--- config.mk ---
export PLATFORM = sky130hd
export DESIGN_NAME = mem_arbiter
export DESIGN_NICKNAME = d
export VERILOG_FILES = /design/src/rtl/mem_arb_pkg.sv /design/src/rtl/mem_arb_rr.sv /design/src/rtl/mem_arbiter.sv
export SDC_FILE = /design/constraint.sdc
export NUM_CORES = 1
export LEC_CHECK = 0
export ABC_CLOCK_PERIOD_IN_PS = 9000
export BUFFER_PORTS_ARGS = -buffer_cell sky130_fd_sc_hd__buf_4
export CAP_MARGIN = 20
export CORE_AREA = 5 5 121 123
export CTS_BUF_LIST = sky130_fd_sc_hd__clkbuf_8
export CTS_CLUSTER_SIZE = 14
export DETAILED_ROUTE_END_ITERATION = 10
export DIE_AREA = 0 0 126 128
export PLACE_DENSITY = 0.68
export SETUP_SLACK_MARGIN = 0.5
export SLEW_MARGIN = 5
export SYNTH_ARGS = -nofsm -noshare
export SYNTH_HDL_FRONTEND = slang
export SYNTH_SLANG_ARGS = --single-unit
--- constraint.sdc ---
create_clock -name clock -period 9 [get_ports clock]
set_clock_uncertainty 0.2 [all_clocks]
set_input_delay 2.7 -clock clock [delete_from_list [all_inputs] [get_ports clock]]
set_output_delay 2.7 -clock clock [all_outputs]
set_load 0.01 [all_outputs]
--- src/rtl/mem_arb_pkg.sv ---
// Shared types and constants for the two-master memory arbiter.
package mem_arb_pkg;

  typedef enum logic {
    IDLE = 1'b0,
    BUSY = 1'b1
  } state_t;

  localparam logic [31:0] TIMEOUT_RDATA_DEF = 32'hDEADBEEF;
  localparam int unsigned CNT_W             = 8;

endpackage

--- src/rtl/mem_arb_rr.sv ---
// Two-input round-robin pick with the last-grant history register.
module mem_arb_rr (
  input  logic       clock,
  input  logic       resetn,
  input  logic [1:0] req,
  input  logic       load,
  output logic       pick,
  output logic       last_grant
);

  // Lone requester always wins; on contention the master not granted last wins.
  always_comb begin
    pick = 1'b0;
    unique case (req)
      2'b10:   pick = 1'b1;
      2'b11:   pick = ~last_grant;
      default: pick = 1'b0;
    endcase
  end

  // History resets to m1 so m0 wins the first contention.
  always_ff @(posedge clock or negedge resetn) begin
    if (!resetn) begin
      last_grant <= 1'b1;
    end else if (load) begin
      last_grant <= pick;
    end
  end

endmodule

--- src/rtl/mem_arbiter.sv ---
// Two-master to one-memory arbiter with round-robin grant and a BUSY timeout.
module mem_arbiter
  import mem_arb_pkg::*;
#(
  parameter int unsigned TIMEOUT       = 255,
  parameter logic [31:0] TIMEOUT_RDATA = TIMEOUT_RDATA_DEF
) (
  input  logic             clock,
  input  logic             resetn,
  input  logic             m0_valid,
  output logic             m0_ready,
  input  logic [31:0]      m0_addr,
  input  logic [31:0]      m0_wdata,
  input  logic [3:0]       m0_wstrb,
  output logic [31:0]      m0_rdata,
  input  logic             m1_valid,
  output logic             m1_ready,
  input  logic [31:0]      m1_addr,
  input  logic [31:0]      m1_wdata,
  input  logic [3:0]       m1_wstrb,
  output logic [31:0]      m1_rdata,
  output logic             s_valid,
  input  logic             s_ready,
  output logic [31:0]      s_addr,
  output logic [31:0]      s_wdata,
  output logic [3:0]       s_wstrb,
  input  logic [31:0]      s_rdata,
  output logic             timeout_err,
  output logic [CNT_W-1:0] err_count
);

  state_t           state;
  logic [CNT_W-1:0] cnt;
  logic             granted;
  logic             pick;
  logic             load;
  logic             timeout_hit;
  logic             done;
  logic [31:0]      resp;

  assign load = (state == IDLE) && (m0_valid || m1_valid);

  // The history register doubles as the record of the master owning BUSY.
  mem_arb_rr u_rr (
    .clock      (clock),
    .resetn     (resetn),
    .req        ({m1_valid, m0_valid}),
    .load       (load),
    .pick       (pick),
    .last_grant (granted)
  );

  // Completion/abort decode and response steering; s_ready wins over timeout.
  always_comb begin
    timeout_hit = 1'b0;
    done        = 1'b0;
    if (state == BUSY) begin
      timeout_hit = !s_ready && (cnt == CNT_W'(TIMEOUT - 1));
      done        = s_ready || timeout_hit;
    end
    resp        = timeout_hit ? TIMEOUT_RDATA : s_rdata;
    m0_ready    = done && !granted;
    m1_ready    = done && granted;
    m0_rdata    = resp;
    m1_rdata    = resp;
    timeout_err = timeout_hit;
    s_valid     = (state == BUSY);
  end

  // FSM, request latch, timeout counter and saturating abort counter.
  always_ff @(posedge clock or negedge resetn) begin
    if (!resetn) begin
      state     <= IDLE;
      s_addr    <= '0;
      s_wdata   <= '0;
      s_wstrb   <= '0;
      cnt       <= '0;
      err_count <= '0;
    end else begin
      unique case (state)
        IDLE: begin
          if (load) begin
            state <= BUSY;
            cnt   <= '0;
            if (pick) begin
              s_addr  <= m1_addr;
              s_wdata <= m1_wdata;
              s_wstrb <= m1_wstrb;
            end else begin
              s_addr  <= m0_addr;
              s_wdata <= m0_wdata;
              s_wstrb <= m0_wstrb;
            end
          end
        end
        BUSY: begin
          if (done) begin
            state <= IDLE;
            if (timeout_hit && (err_count != '1)) begin
              err_count <= err_count + CNT_W'(1);
            end
          end else begin
            cnt <= cnt + CNT_W'(1);
          end
        end
        default: state <= IDLE;
      endcase
    end
  end

endmodule
; ---- Yosys cells after proc, flatten, opt, wreduce, memory -nomap -nowiden
; Index checks and enable logic that the tools add are counted.
[totals]
register_bits = 86
latch_bits = 0
ram_bits = 0
mem_bits_ro = 0
out_inout_bits = 144
wordCells = 42
n_memories = 0
[classes]
add_sub_neg = 2
mul = 0
div_mod_pow = 0
n_lt_le_gt_ge = 0
eq_ne = 6
shifts = 0
mux = 13
n_bitwise = 2
n_reduce_logical = 12
[op_table]
columns = op, count
row1 = $mux W32, 3
row2 = $add A8 B1 Y8 const B, 2
row3 = $mux W8, 2
row4 = $pmux W8 S2, 1
row5 = $eq A8 B8 Y1 const B, 1
row6 = $ne A8 B8 Y1 const B, 1
row7 = $logic_and A1 B1 Y1, 5
row8 = $eq A2 B2 Y1 const B, 2
row9 = $mux W1, 4
row10 = $mux W4, 1
row11 = $ne A2 B2 Y1 const B, 2
row12 = $pmux W1 S2, 2
row13 = $reduce_and A2 Y1, 2
row14 = $reduce_and A3 Y1, 1
row15 = $logic_not A1 Y1, 2
row16 = $logic_or A1 B1 Y1, 2
row17 = $not A1 Y1, 2

; ---- Longest topological paths before layout
; Gate-level depths: netlist (run 1).
[logic_depth]
depth_word = 6
depth_mapped = 8
depth_no_buf = 7

; ---- By module
; A second synthesis (run 1) with hierarchy kept.
[hier_totals]
cells_unflattened = 462
area_unflattened_um2 = 4498.1
[by_module_without_submodules]
columns = mod, n_inst, cells_each, area_each_um2, seq_area_each_um2
row1 = mem_arbiter, 1, 459, 4445.5, 2127.0
row2 = mem_arb_rr, 1, 3, 52.6, 26.3

; ---- Worst setup path before layout (run 1)
; No wires, ideal clock.
[synth_path]
path_kind = input to output
start = input s_ready
end = output m1_rdata[14]
arrival_time_ps = 3948
required_time_ps = 6100
slack_ps = 2152
stages = 6
path_buffers = 3
path_cell_list = or2b_1 > or3_4 > buf_6 > clkbuf_1 > and2_1 > buf_4
[synth_between]
elab_chain_len = 4
[synth_lines]
columns = item, line
row1 = "start, declared", mem_arbiter.sv:23  ; input logic s_ready,
row2 = $logic_not A1 Y1, mem_arbiter.sv:58  ; timeout_hit = !s_ready && (cnt == CNT_W'(TIMEOUT - 1));
row3 = $logic_and A1 B1 Y1, mem_arbiter.sv:58
row4 = $mux W1, mem_arbiter.sv:57  ; if (state == BUSY) begin
row5 = $mux W32, mem_arbiter.sv:61  ; resp = timeout_hit ? TIMEOUT_RDATA : s_rdata;
row6 = "end, declared", mem_arbiter.sv:21  ; output logic [31:0] m1_rdata,
; No other way between the ends.

; ---- Worst setup path after layout (run 1)
[layout_path]
start = input s_ready
end = output m0_rdata[24]
[layout_between]
elab_chain_len = 4
[layout_lines]
columns = item, line
row1 = $logic_not A1 Y1, mem_arbiter.sv:58
row2 = $logic_and A1 B1 Y1, mem_arbiter.sv:58
row3 = $mux W1, mem_arbiter.sv:57
row4 = $mux W32, mem_arbiter.sv:61
row5 = "end, declared", mem_arbiter.sv:15  ; output logic [31:0] m0_rdata,
; No other way between the ends.

==> results of run 1 <==
-- worst max-delay path by stage --
stage	cells past startpoint	start	slack, ns	to
2_1_floorplan	6	s_ready	2.15	m1_rdata[14]
3_3_place_gp	5	s_ready	2.09	m0_rdata[24]
3_5_place_dp	5	s_ready	2.08	m0_rdata[24]
4_1_cts	5	s_ready	2.09	m0_rdata[24]
5_1_grt	5	s_ready	2.02	m0_rdata[24]
6_report	5	s_ready	2.09	m0_rdata[24]
-- stage by stage --
stage	hold WS, ns	util, %	instance area (µm²)
finish	0.2839	51.62	6998
global route	0.3063	51.62	6998
CTS	0.2905	51.08	6925
detailed placement	0.2719	49.70	6738
global placement	0.2652	49.70	6738
floorplan	0.2489	-	4464
-- layout make-up --
class,instances,area [µm²]
clock inverter,5,50.05
inverter,5,18.77
tap,180,225.2
clock buffer,10,137.6
fill,1271,6560
multi-input combinational,307,1953
sequential,86,2153
timing repair buffer,322,2460
-- power by group through the flow --
| stage | Combinational (µW) | Clock [µW] | Sequential, µW |
|---|---|---|---|
| detailed placement | 611 | 0 | 598 |
| CTS | 611 | 280 | 594 |
| floorplan | 214 | 0 | 649 |
| global route | 662 | 295 | 612 |
| global placement | 598 | 0 | 594 |
| finish | 604 | 265 | 592 |
-- registers in the layout, indices dropped and copies added, names as in the netlist --
register / cells
s_wstrb: 4
err_count: 8
u_rr.last_grant: 1
s_addr: 32
s_wdata: 32
s_valid: 1
cnt: 8
-- synthesized netlist by cell type --
library cell	n	area, µm²
nor4b_2	1	15.01
buf_4	32	240.2
a21boi_0	1	7.510
a31oi_1	4	25.02
o21a_1	1	7.510
buf_6	1	11.26
dfrtp_1	85	2127
o311ai_0	1	8.760
nor2b_1	2	12.51
o41ai_1	1	8.760
ha_1	3	37.54
nand2_1	78	292.8
o21ai_1	1	5.000
o21ai_0	72	360.4
or3_4	1	11.26
nor3_1	2	10.01
a21oi_1	3	15.01
and2_1	8	50.05
nand2b_1	22	137.6
nor4_1	3	18.77
buf_2	7	35.03
buf_1	3	11.26
dfstp_2	1	26.28
inv_1	5	18.77
clkbuf_1	17	63.81
nor2_1	6	22.52
or2b_1	3	22.52
mux2i_1	71	710.7
xor2_1	5	43.79
nand3_1	13	65.06
nand4_2	1	12.51
or3_1	2	12.51
mux2_2	1	11.26
nand4_1	1	6.260
-- cells in the final DEF, fill, tap and decap left out, types with 2 or more instances in the layout --
master and n:
nor2b_1 2, nand2b_1 22, clkbuf_8 10, nand3_1 13
xor2_1 5, o21ai_0 72, mux2i_1 71, buf_12 2
buf_4 318, nor4_1 3, clkinv_2 4, nor3_1 2
nor2_1 6, ha_1 3, nand2_1 78, dfrtp_1 85
inv_1 5, a21oi_1 3, and2_1 8, a31oi_1 4
or2b_1 3, or3_1 2
-- logic make-up (layout without fill, tap and decap cells) --
family,count (synthesis),in the layout,synth area share (%)
AND/OR/NAND/NOR,143,143,15.44
adder cells (fa/ha/maj),3,3,0.8409
AO/OA/AOI/OAI,84,84,9.809
XOR/XNOR,5,5,0.9809
multiplexers,72,72,16.17
buffers and inverters,65,342,8.520
flip-flops,86,86,48.23
-- metal layers --
layer	track usage, %	vias up	wire length (µm)
li1	-	2065	-
met1	16.67	1931	4903
met2	32.33	203	7804
met5	0	-	0
met3	4.458	37	1122
met4	9.842	0	635
-- critical path, cell delays in order --
cell	delay (ns)
buf_4	0.11
or2b_1	0.23
or3_4	0.56
and2_1	0.25
buf_4	0.15
==> qor.yml, run 1 <==
cts.htree.levels: 3
ys_types: 34
antenna_left: 0
setup_tns_ns: 0
fmax_mhz: 144.6
hpwl_um: 11410
instances_no_fill: 915
cts_made_buffers: 9
drv_slew: 0
nets: 907
p_int_uw: 958.6
irDropWorstVdd_uv: 116.1
cts_buffer_depth: 2
cts_root_buffer: "clkbuf_8"
setup_viol: 0
worst_pin_slew_ns: 0.6248
first_pass_iters: 4
total_power_uw: 1462
globalplace.congestion: 0.9880
grt_first_pass_wirelength_um: 21870
leakage_uw: 0.003650
place_ws_ns: 2.085
rr_startpoint: "cnt[0]$_DFFE_PN0P_"
power.switching_uw: 503.3
drt_wl_total_um: 14470
cts_resized: 0
rsz0062_at_grt: "false"
die_w_um: 126
cap_violations: 0
drt_iter0_drc: 144
drive_above_1_share_pct: 46.80
cp_max_fo: 38
grt_pass1_vias: 4359
drc_errors: 0
clk_latency_ns: 0.35
crit_required_ns: 6.10
synthesis.area_mm2: 0.004464
layout_min_cycle_time_ns: 6.915
crit_type: "in -> out"
num_vias: 4236
diodes: 0
crit_path_start_kind: "input pin"
hold_class: "reg -> reg"
fin_ws_ns: 2.085
ys_seq_elements: 86
hold_depth: 2
cts_hold_buf: 0
grt_max_degree: 146
cts_setup_buffers: 0
ff2ff_setup_slack_ns: 6.71
critical_path.endpoint_type: "primary output"
core_mm2: 0.01356
min_from: "s_addr[12]$_DFFE_PN0P_"
groute.usage.overall_pct: 17.07
ys_warn_count: 0
antenna_found_initial: 0
pwr_density_cell_mw_per_mm2: 208.9
grt_overflow: 0
min_to: "s_addr[12]$_DFFE_PN0P_"
power_frac_seq_pct: 40.5
synthCells: 458
die_h_um: 128
p_clk_share_pct: 18.2
tritoncts: "built"
start_util_pct: 32.93
vias_per_cell: 4.630
die_area_mm2: 0.01613
rows: 43
arrival_ns: 4.01
pin_count: 317
area_delta_synth_final_pct: 56.75
port-buffer-count: 316
synth.avg_cell_area_um2: 9.747
worst-r2r-cell-count: 6
cts_sinks: 86
p_comb_share_pct: 41.3
clk_pin_slew_worst_paths_ns: 0.08
hold_viol_final: 0
swShare_pct: 34.43
syn_nets: 634
status: "finished clean"
seq_area_frac_synth_pct: 48.23
period_share_pct: 76.83
dp_cells: 896
slew_headroom_pct: 58.35
r2r-end: "err_count[1]$_DFFE_PN0P_"
avgRoutedWirePerCell_um: 15.81
Power figures use the tool's default switching activity.
==> inputs of run 2 (changes only) <==
ABC_CLOCK_PERIOD_IN_PS = 6100   (was 9000)
PLACE_DENSITY = 0.7   (was 0.68)
clock period = 6.1 ns   (was 9 ns; I/O delays follow)
==> run 2 against run 1 <==
Net effect:
- critical path depth is the same
- combinational power grew 47%
- global-route usage grew 0.50 points
- design area grew 0.48%
==> qor.yml, run 2 (synthesis results as in run 1) <==
crit_required_ns: 4.07
cts_made_buffers: 9
worst-r2r-cell-count: 6
drive_above_1_share_pct: 46.74
largest_registers: "s_addr x32, s_wdata x32"
rsz0062_at_grt: "false"
cts_buffer_depth: 2
grt_first_pass_wirelength_um: 22360
worst-path-buf-inv: 2
leakage_uw: 0.003655
pwr_density_cell_mw_per_mm2: 312.9
arrival_ns: 3.15
cap_violations: 0
cts_setup_buffers: 0
worst_pin_slew_ns: 0.6329
drt_wl_total_um: 14810
fmax_mhz: 193.2
crit_path_start_kind: "input pin"
grt_overflow: 0
clk_latency_ns: 0.36
antenna_left: 0
first_pass_iters: 4
cts_resized: 0
grt_pass1_vias: 4360
rows: 43
avgRoutedWirePerCell_um: 16.03
final_cell_mix: "buf_4, dfrtp_1, nand2_1"
slew_headroom_pct: 57.81
layout_min_cycle_time_ns: 5.177
cts_hold_buf: 0
tritoncts: "built"
area_delta_synth_final_pct: 57.51
antenna_found_initial: 8
die_w_um: 126
hpwl_um: 11980
ff_latch_area_mm2: 0.002153
die_area_mm2: 0.01613
cp_max_fo: 38
setup_viol: 0
place_ws_ns: 0.9210
r2r-end: "err_count[1]$_DFFE_PN0P_"
start_util_pct: 32.93
die_h_um: 128
irDropWorstVdd_uv: 149.9
globalplace.congestion: 0.9811
fillers: 1273
drc_errors: 0
final_common_cell: "buf_4"
ff2ff_setup_slack_ns: 3.79
hold_class: "reg -> reg"
drv_slew: 0
critical_path.endpoint_type: "primary output"
nets: 907
fin_ws_ns: 0.9234
drt_iter0_drc: 177
vias_per_cell: 4.588
cts.htree.levels: 3
min_from: "cnt[7]$_DFFE_PN0P_"
grt_max_degree: 146
min_to: "cnt[7]$_DFFE_PN0P_"
slowest_delay_ns: 0.56
cp_slowest_cell: "or3_4"
cts_sinks: 86
num_vias: 4239
hold_viol_final: 0
crit_type: "in -> out"
core_mm2: 0.01356
clk_pin_slew_worst_paths_ns: 0.08
cts_root_buffer: "clkbuf_8"
cpMostUsedCell: "buf_4"
hold_depth: 1
setup_tns_ns: 0
worstPathCellList: "buf_4 -> or2b_1 -> or3_4 -> and2_1 -> buf_4"
pin_count: 317
groute.usage.overall_pct: 17.57
cpLargestDelayFamily: "simple AND/OR/NAND/NOR gates"
port-buffer-count: 316
status: "finished clean"
rr_startpoint: "cnt[0]$_DFFE_PN0P_"
multi_input_area_mm2: 0.001953
period_share_pct: 84.86
run 2: worst max path at each step:
stage,start,slack [ns],end,cells past startpoint
finish,s_ready,0.92,m1_rdata[17],5
global route,s_ready,0.87,m1_rdata[14],5
CTS,s_ready,0.92,m1_rdata[17],5
detailed placement,s_ready,0.92,m1_rdata[17],5
global placement,s_ready,0.95,m1_rdata[29],5
floorplan,s_ready,0.99,m1_rdata[14],6
run 2: power breakdown:
group / total, µW / internal, µW / switching (µW)
sequential: 876 / 760 / 116
clock: 434 / 228 / 206
combinational: 889 / 458 / 431
total: 2200 / 1450 / 753
run 2: area by class of cell:
class	count	share of cell area (%)
timing repair buffer	322	34.80
sequential	86	30.62
multi-input combinational	307	27.78
tap	180	3.203
clock buffer	9	1.762
clock inverter	7	1.281
antenna	8	0.2847
inverter	5	0.2669
run 2: routing by layer:
layer	track usage (%)	vias to the layer above	wire length, µm
met5	0	-	0
met4	12.56	0	789
met3	4.292	34	1102
met2	31.55	195	7855
met1	17.79	1931	5067
li1	-	2079	-
run 2: per-stage QoR:
step                utilization, %  std cells  power [µW]  area [µm²]  hold slack (ns)
floorplan                        -        458        1274        4464           0.2489
global placement             49.75        897        1758        6745           0.2641
detailed placement           49.75        897        1788        6745           0.2721
CTS                          51.33        913        2230        6959           0.2881
global route                 51.86        924        2356        7032           0.3012
finish                       51.86        924        2200        7032           0.2805
